File: config.mk
export PLATFORM = sky130hd
export DESIGN_NAME = rx_packet_ctrl
export DESIGN_NICKNAME = d
export VERILOG_FILES = /design/src/rtl/rx_packet_ctrl.sv
export SDC_FILE = /design/constraint.sdc
export NUM_CORES = 1
export LEC_CHECK = 0
export ABC_AREA = 1
export CAP_MARGIN = 20
export CORE_ASPECT_RATIO = 1.25
export CORE_MARGIN = 5
export CORE_UTILIZATION = 32
export CTS_CLUSTER_SIZE = 24
export DETAILED_ROUTE_END_ITERATION = 12
export PLACE_DENSITY_LB_ADDON = 0.12
export SLEW_MARGIN = 20
export SYNTH_ARGS = -nofsm -noshare
export SYNTH_HDL_FRONTEND = slang
export SYNTH_SLANG_ARGS = --single-unit
File: constraint.sdc
create_clock -name clk -period 1.5 [get_ports clk]
set_clock_uncertainty 0.15 [all_clocks]
set_input_delay 0.3 -clock clk [delete_from_list [all_inputs] [get_ports clk]]
set_output_delay 0.3 -clock clk [all_outputs]
set_load 0.02 [all_outputs]
File: src/rtl/rx_packet_ctrl.sv
// Receive-side packet controller: checks the sync byte, forwards payload bytes
// to a downstream FIFO, and reports clean completion or a sticky error.
module rx_packet_ctrl #(
  parameter logic [7:0] SYNC_BYTE = 8'h80,
  parameter int         MAX_BYTES = 64
) (
  input  logic       clk,
  input  logic       n_rst,
  input  logic       d_edge,
  input  logic       eop,
  input  logic       shift_enable,
  input  logic       byte_received,
  input  logic [7:0] rcv_data,
  input  logic       fifo_full,
  output logic       rcving,
  output logic       w_enable,
  output logic [7:0] w_data,
  output logic       r_error,
  output logic       pkt_done,
  output logic [6:0] byte_cnt
);

  localparam logic [6:0] MAX_CNT = 7'(MAX_BYTES);

  typedef enum logic [2:0] {
    IDLE, SYNC_WAIT, RCV, STORE, DONE, ERR_WAIT, ERR_IDLE
  } state_t;

  state_t     state_q;
  logic       rcving_q;
  logic       w_enable_q;
  logic [7:0] w_data_q;
  logic       r_error_q;
  logic       pkt_done_q;
  logic [6:0] byte_cnt_q;
  logic       eop_latch_q;

  // eop only counts when it coincides with a bit-period strobe
  logic eop_s;
  assign eop_s = eop & shift_enable;

  always_ff @(posedge clk or negedge n_rst) begin
    if (!n_rst) begin
      state_q     <= IDLE;
      rcving_q    <= 1'b0;
      w_enable_q  <= 1'b0;
      w_data_q    <= 8'h00;
      r_error_q   <= 1'b0;
      pkt_done_q  <= 1'b0;
      byte_cnt_q  <= 7'd0;
      eop_latch_q <= 1'b0;
    end else begin
      w_enable_q <= 1'b0;
      pkt_done_q <= 1'b0;
      case (state_q)
        IDLE, ERR_IDLE: begin
          if (d_edge) begin
            state_q     <= SYNC_WAIT;
            byte_cnt_q  <= 7'd0;
            r_error_q   <= 1'b0;
            rcving_q    <= 1'b1;
            eop_latch_q <= 1'b0;
          end
        end
        SYNC_WAIT: begin
          if (byte_received) begin
            if (rcv_data == SYNC_BYTE) begin
              // a sync byte arriving with eop is an empty but valid packet
              if (eop_s) begin
                state_q    <= DONE;
                pkt_done_q <= 1'b1;
                rcving_q   <= 1'b0;
              end else begin
                state_q <= RCV;
              end
            end else begin
              r_error_q <= 1'b1;
              if (eop_s) begin
                state_q  <= ERR_IDLE;
                rcving_q <= 1'b0;
              end else begin
                state_q <= ERR_WAIT;
              end
            end
          end else if (eop_s) begin
            state_q   <= ERR_IDLE;
            r_error_q <= 1'b1;
            rcving_q  <= 1'b0;
          end
        end
        RCV: begin
          if (byte_received) begin
            if (!fifo_full && (byte_cnt_q < MAX_CNT)) begin
              state_q     <= STORE;
              w_data_q    <= rcv_data;
              w_enable_q  <= 1'b1;
              byte_cnt_q  <= byte_cnt_q + 7'd1;
              eop_latch_q <= eop_s;
            end else begin
              r_error_q <= 1'b1;
              if (eop_s) begin
                state_q  <= ERR_IDLE;
                rcving_q <= 1'b0;
              end else begin
                state_q <= ERR_WAIT;
              end
            end
          end else if (eop_s) begin
            state_q    <= DONE;
            pkt_done_q <= 1'b1;
            rcving_q   <= 1'b0;
          end
        end
        STORE: begin
          eop_latch_q <= 1'b0;
          if (eop_latch_q || eop_s) begin
            state_q    <= DONE;
            pkt_done_q <= 1'b1;
            rcving_q   <= 1'b0;
          end else begin
            state_q <= RCV;
          end
        end
        DONE: begin
          state_q <= IDLE;
        end
        ERR_WAIT: begin
          if (eop_s) begin
            state_q  <= ERR_IDLE;
            rcving_q <= 1'b0;
          end
        end
        default: begin
          state_q  <= IDLE;
          rcving_q <= 1'b0;
        end
      endcase
    end
  end

  assign rcving   = rcving_q;
  assign w_enable = w_enable_q;
  assign w_data   = w_data_q;
  assign r_error  = r_error_q;
  assign pkt_done = pkt_done_q;
  assign byte_cnt = byte_cnt_q;

endmodule

# Yosys cells after proc, flatten, opt, wreduce, memory -nomap -nowiden

Cells that the tools add are included.

Add/subtract/negate cells: 1
Magnitude comparators: 1
Equality and inequality tests: 16
Multiplexer cells: 40
Bitwise operators: 2
Reductions and logical operators: 15

Operators by type and width:

| kind                  | count |
|---|---|
| $mux W3               | 9 |
| $mux W1               | 21 |
| $mux W7               | 3 |
| $pmux W3 S5           | 1 |
| $pmux W7 S2           | 1 |
| $ne A3 B3 Y1 const B  | 4 |
| $reduce_and A4 Y1     | 3 |
| $ne A2 B2 Y1 const B  | 5 |
| $eq A3 B3 Y1 const B  | 3 |
| $pmux W1 S3           | 3 |
| $eq A8 B8 Y1 const B  | 1 |
| $add A7 B1 Y7 const B | 1 |
| $lt A7 B7 Y1 const B  | 1 |
| $eq A3 B2 Y1 const B  | 2 |
| $reduce_and A6 Y1     | 1 |
| $reduce_bool A3 Y1    | 2 |
| $pmux W1 S5           | 1 |
| $reduce_or A2 Y1      | 2 |
| $eq A3 B1 Y1 const B  | 1 |
| $logic_not A3 Y1      | 1 |
| $reduce_and A3 Y1     | 1 |
| $mux W2               | 1 |
| $reduce_and A2 Y1     | 1 |
| $reduce_bool A2 Y1    | 1 |
| other kinds (5)       | 5 |

Register bits after elaboration: 23
Input port bits: 15
Output and inout port bits: 19
Word-level logic and storage cells: 83

# Depth between registers and ports, before layout

Depth after elaboration: 5
Depth in mapped cells: 10
Depth with buffers taken out: 10

# Worst setup path before layout

Ideal clock, no wire load.

Path type: register to register
Start: register state_q[2]
End: register state_q[0]
Setup time: 0.117 ns
Arrival time: 1.196 ns
Required time: 1.233 ns
Path slack: 0.037 ns
Stages on the path, launching flop included: 9
Buffers on the path: 1
Period minus slack after synthesis: 1.463 ns
Cell sequence: dfrtp_1 buf_6 inv_1 o21ai_0 nand2_1 nand2_1 nand3b_1 nand2_1 nand2_1

Cells in the longest elaborated chain, start to end: 4
Elaborated cells between the ends (all ways): 11
Classes of those cells: eq/ne (7); mux (1); reduce/logical (3)

RTL lines:

| what                                                    | RTL line | RTL |
|---|---|---|
| start: declaration                                      | 29       | `state_t state_q;` |
| start signal: assignment                                | 44       | `state_q <= IDLE;` |
| start signal: assignment                                | 58       | `state_q <= SYNC_WAIT;` |
| start signal: assignment                                | 70       | `state_q <= DONE;` |
| $eq A3 B3 Y1 / $logic_not A3 Y1 (equally long branches) | 55       | `case (state_q)` |
| $reduce_or A2 Y1                                        | 55       |  |
| $ne A2 B2 Y1 (no source line)                           | n/a      |  |
| $reduce_and A2 Y1 (no source line)                      | n/a      |  |

Several ways; a longest one is shown, not always the timed one.
A chain may end at the register's enable or synchronous reset.

# Final worst setup path

Start: register state_q[1]
End: register byte_cnt_q[0] (netlist: byte_cnt[0])

Cells in the longest elaborated chain, start to end: 4
Elaborated cells between the ends (all ways): 10
Classes of those cells: eq/ne (5); mux (1); reduce/logical (4)

RTL lines:

| what                                                                       | RTL line | RTL |
|---|---|---|
| $eq A3 B3 Y1 / $logic_not A3 Y1 (equally long branches)                    | 55       |  |
| $reduce_or A2 Y1                                                           | 55       |  |
| $ne A2 B2 Y1 (no source line) / $reduce_bool A2 Y1 (equally long branches) | n/a      |  |
| $reduce_and A4 Y1 (no source line)                                         | n/a      |  |
| end signal: assignment                                                     | 97       | `byte_cnt_q <= byte_cnt_q + 7'd1;` |
| end: declaration                                                           | 35       | `logic [6:0] byte_cnt_q;` |

Several ways; a longest one is shown, not always the timed one.

==> Implementation_results.wiki <==
{| class="wikitable"
! Metric !! Value
|-
| Result of the run || complete, but fails checks
|-
| Violations in the final reports || setup timing
|-
| Transition time at the pin with the least slew margin || between 0.2 and 0.25 ns
|-
| Final period utilization || 102.5%
|-
| Destination of the worst register-to-register timing path || byte_cnt[0]$_DFFE_PN0P_
|-
| Worst Path Class, Setup || register to register
|-
| Minimum setup slack among reg-to-reg paths || -0.04 ns
|-
| Power density over the cells || between 1500 and 2000 nW/um2
|-
| Clk root buf || sky130_fd_sc_hd__clkbuf_8
|-
| Register area || 576.8 um2
|-
| Initial DRC Count || 33
|-
| Simple-Gate Fraction of Synth Area || 41.28%
|-
| Max Clk Rate || 0.6506 GHz
|-
| Worst reg2reg startpoint || state_q[1]$_DFFE_PN0P_
|-
| Commonest cells after routing, fill and taps aside || 70 x sky130_fd_sc_hd__nand2_1, 36 x sky130_fd_sc_hd__buf_4, 26 x sky130_fd_sc_hd__dlygate4sd2_1
|-
| Number of failing setup endpoints in the final timing report || 2
|-
| Antenna Diode Count || 0
|-
| Endpoint arrival time on the critical path || ~1.6 ns
|-
| Average footprint of a synthesized cell || ~7.1 um2
|-
| Worst setup startpoint || state_q[1]$_DFFE_PN0P_
|-
| Clock latency reported for the late side of the worst-skew pair || 0.27 ns
|-
| Global-route wire length before repair || 6.292 mm
|-
| Mux cell area share after synthesis || 0%
|-
| Xor-xnor portion of the synthesized cell area || 0.6567%
|-
| Max-Cap Viols || 0
|-
| Share of the synthesized area in compound gates (AO/OA/AOI/OAI) || 7.223%
|-
| Multi-input gate area in the final layout || 772.0 um2
|-
| Synthesized netlist net count || between 200 and 250
|-
| Total power of the final layout || 3.317 mW
|-
| Clk slew on worst S/H paths || 0.09 ns
|-
| Number of filler instances in the final layout || 420
|-
| Layout cells sized above 1 || 29.55%
|-
| Die footprint || 5567 um2
|-
| Input/output buffers || 33
|-
| Slew margin rel. || 84.86%
|-
| Total clock sinks || 23
|-
| Number of search-and-repair iterations in the first detailed-routing pass || 5
|-
| CTS tree || yes
|-
| GR Overflow Total || 0
|-
| Area of the placeable core || 4066 um2
|-
| Boundary pin count || 34
|-
| Number of placement rows || 26
|-
| Htree depth || 1
|-
| Gate Count Post-Synth || between 150 and 200
|-
| Setup repair after global routing missed its margin || true
|-
| Vias in the first global route || between 1000 and 1500
|-
| Maximum vdd drop || 0.0006716 V
|-
| Hold Vio Cnt, Final || 0
|-
| Hold/Removal Path Class || input pin to async pin
|-
| Floorplan die height || a little over 80 um
|-
| Yosys warning count || 0
|-
| DRC errors left || 0
|-
| Final net count || 282
|-
| Die boundary width || 67.75 um
|-
| Adder-cell share of the synthesized area || 1.876%
|-
| Data required, critical path || 1.54 ns
|-
| Least setup slack across all paths after layout || -0.03698 ns
|-
| Peak fanout along the critical path || 5
|-
| Average wire per cell in the routed design || ~11 um
|-
| Routability-driven placement congestion ratio || 0.8325
|-
| Register area share after synthesis || between 40% and 50%
|-
| Pins Over Slew Limit || 0
|-
| #FFs+latches synth || 23
|-
| Vias post-DR || 1430
|-
| Static leakage || 1.144 nW
|-
| Initial antenna violation count || 0
|-
| Aggregate routed wire length || ~3.6 mm
|-
| Via density || 4.469
|-
| Launching element type of the critical path || register
|-
| Number of clock buffers inserted by TritonCTS || 3
|-
| Pin count of the biggest net entering global routing || 24
|-
| Final TNS setup || -0.04656 ns
|-
| Remaining antenna violation count || 0
|-
| Synth Cell Area || around 1300 um2
|-
| Hold-fix buffers at CTS || 0
|-
| Path depth of the worst reg2reg path || 6
|-
| Layout Area Growth over Synthesis || 60.79%
|-
| Commonest non-fill, non-tap cell in the layout || sky130_fd_sc_hd__nand2_1
|-
| GRT Overall Usage || 14.70%
|-
| Distinct cells, synth || 26
|-
| Initial cell density of the core || 32.80%
|-
| CP endpoint kind || register
|-
| Final worst path period need || 1.537 ns
|-
| Clk buf depth || 2
|-
| Post-detailed-placement half-perimeter wirelength || 2.741 mm
|-
| Combinational family with the most area after synthesis || simple AND/OR/NAND/NOR gates
|}
-- synthesized netlist by cell type, drive strengths merged --
cell type	number	area share (%)
nand2	79	24
nor2	26	8.1
dfrtp	23	43
nand3	17	6.8
inv	14	3.9
o21ai	10	3.8
a21oi	5	1.9
nand3b	3	1.7
buf	2	1.2
clkinv	2	0.66
ha	2	1.9
a22oi	1	0.56
a31oi	1	0.47
nand4	1	0.47
nor3	1	0.37
o21bai	1	0.56
xor2	1	0.66
-- flip-flops by register name, summed over array words and instances (netlist names) --
name and flops:
state_q 3, rcving 1, byte_cnt 7, w_enable 1, eop_latch_q 1, r_error 1, w_data 8, pkt_done 1
-- worst max-delay path, cell delays in order (launching register included) --
cell	delay, ns
sky130_fd_sc_hd__dfrtp_2	0.46
sky130_fd_sc_hd__o21ai_1	0.21
sky130_fd_sc_hd__nand3_2	0.18
sky130_fd_sc_hd__nand2_4	0.12
sky130_fd_sc_hd__clkinv_4	0.08
sky130_fd_sc_hd__buf_4	0.13
sky130_fd_sc_hd__a31oi_1	0.11
-- logic make-up (layout without fill, tap and decap cells) --
| kind of cell | Yosys count | after routing |
|---|---|---|
| and+or+nand+nor | 127 | 128 |
| adders and majority gates | 2 | 2 |
| AOI/OAI and AO/OA | 18 | 18 |
| DFF | 23 | 23 |
| xor gates and xnor gates | 1 | 1 |
| buffers and inverters | 18 | 92 |
-- stage by stage --
step | hold WS (ns) | area [um2] | utilization [%] | std cells | setup slack (ns)
2_1_floorplan | -0.1456 | 1334 | - | 189 | 0.03748
3_3_place_gp | 0.3087 | 1986 | 48.83 | 310 | -0.4053
3_5_place_dp | 0.3138 | 1986 | 48.83 | 310 | -0.4352
4_1_cts | 0.2138 | 2068 | 50.86 | 317 | 0.0006165
5_1_grt | 0.2231 | 2145 | 52.74 | 320 | -0.1629
6_report | 0.2163 | 2145 | 52.74 | 320 | -0.03698
-- repair_timing --
| item | 4_1_cts | 5_1_grt |
|---|---|---|
| gates resized for setup | 43 | 19 |
| pin swaps | 12 | 3 |
| setup endpoints to repair | 40 | 23 |
| gates cloned | 1 | 0 |
| buffers inserted | 2 | 3 |
-- how the worst max path moves through the flow --
stage | end | slack, ns | cells after the start
2_1_floorplan | state_q[0]$_DFFE_PN0P_ | 0.04 | 8
3_3_place_gp | byte_cnt[0]$_DFFE_PN0P_ | -0.41 | 7
6_report | byte_cnt[0]$_DFFE_PN0P_ | -0.04 | 6
4_1_cts | state_q[0]$_DFFE_PN0P_ | 0.0006 | 10
5_1_grt | byte_cnt[0]$_DFFE_PN0P_ | -0.16 | 6
3_5_place_dp | state_q[1]$_DFFE_PN0P_ | -0.44 | 8
-- per-layer routing --
layer / up-vias / global-route usage [%] / wire, um
met5: - / 0 / 0
met1: 649 / 17.99 / 1540
met4: 0 / 3.043 / 22
met3: 2 / 2.571 / 172
li1: 751 / - / -
met2: 28 / 26.58 / 1891
-- area by class of cell --
type,instances,area share (%)
Tap cell,56,3.267
Clock buffer,3,1.925
Sequential cell,23,26.90
Multi-Input combinational cell,149,36.00
Timing Repair Buffer,72,28.47
Clock inverter,1,0.3501
Inverter,16,3.092
-- where the power goes --
group | internal [mW] | switching (mW) | total, mW
combinational | 0.852 | 1.13 | 1.99
sequential | 0.804 | 0.119 | 0.923
clock | 0.188 | 0.219 | 0.407
total | 1.84 | 1.47 | 3.32
Note: power is estimated with default switching activity, not from simulation.
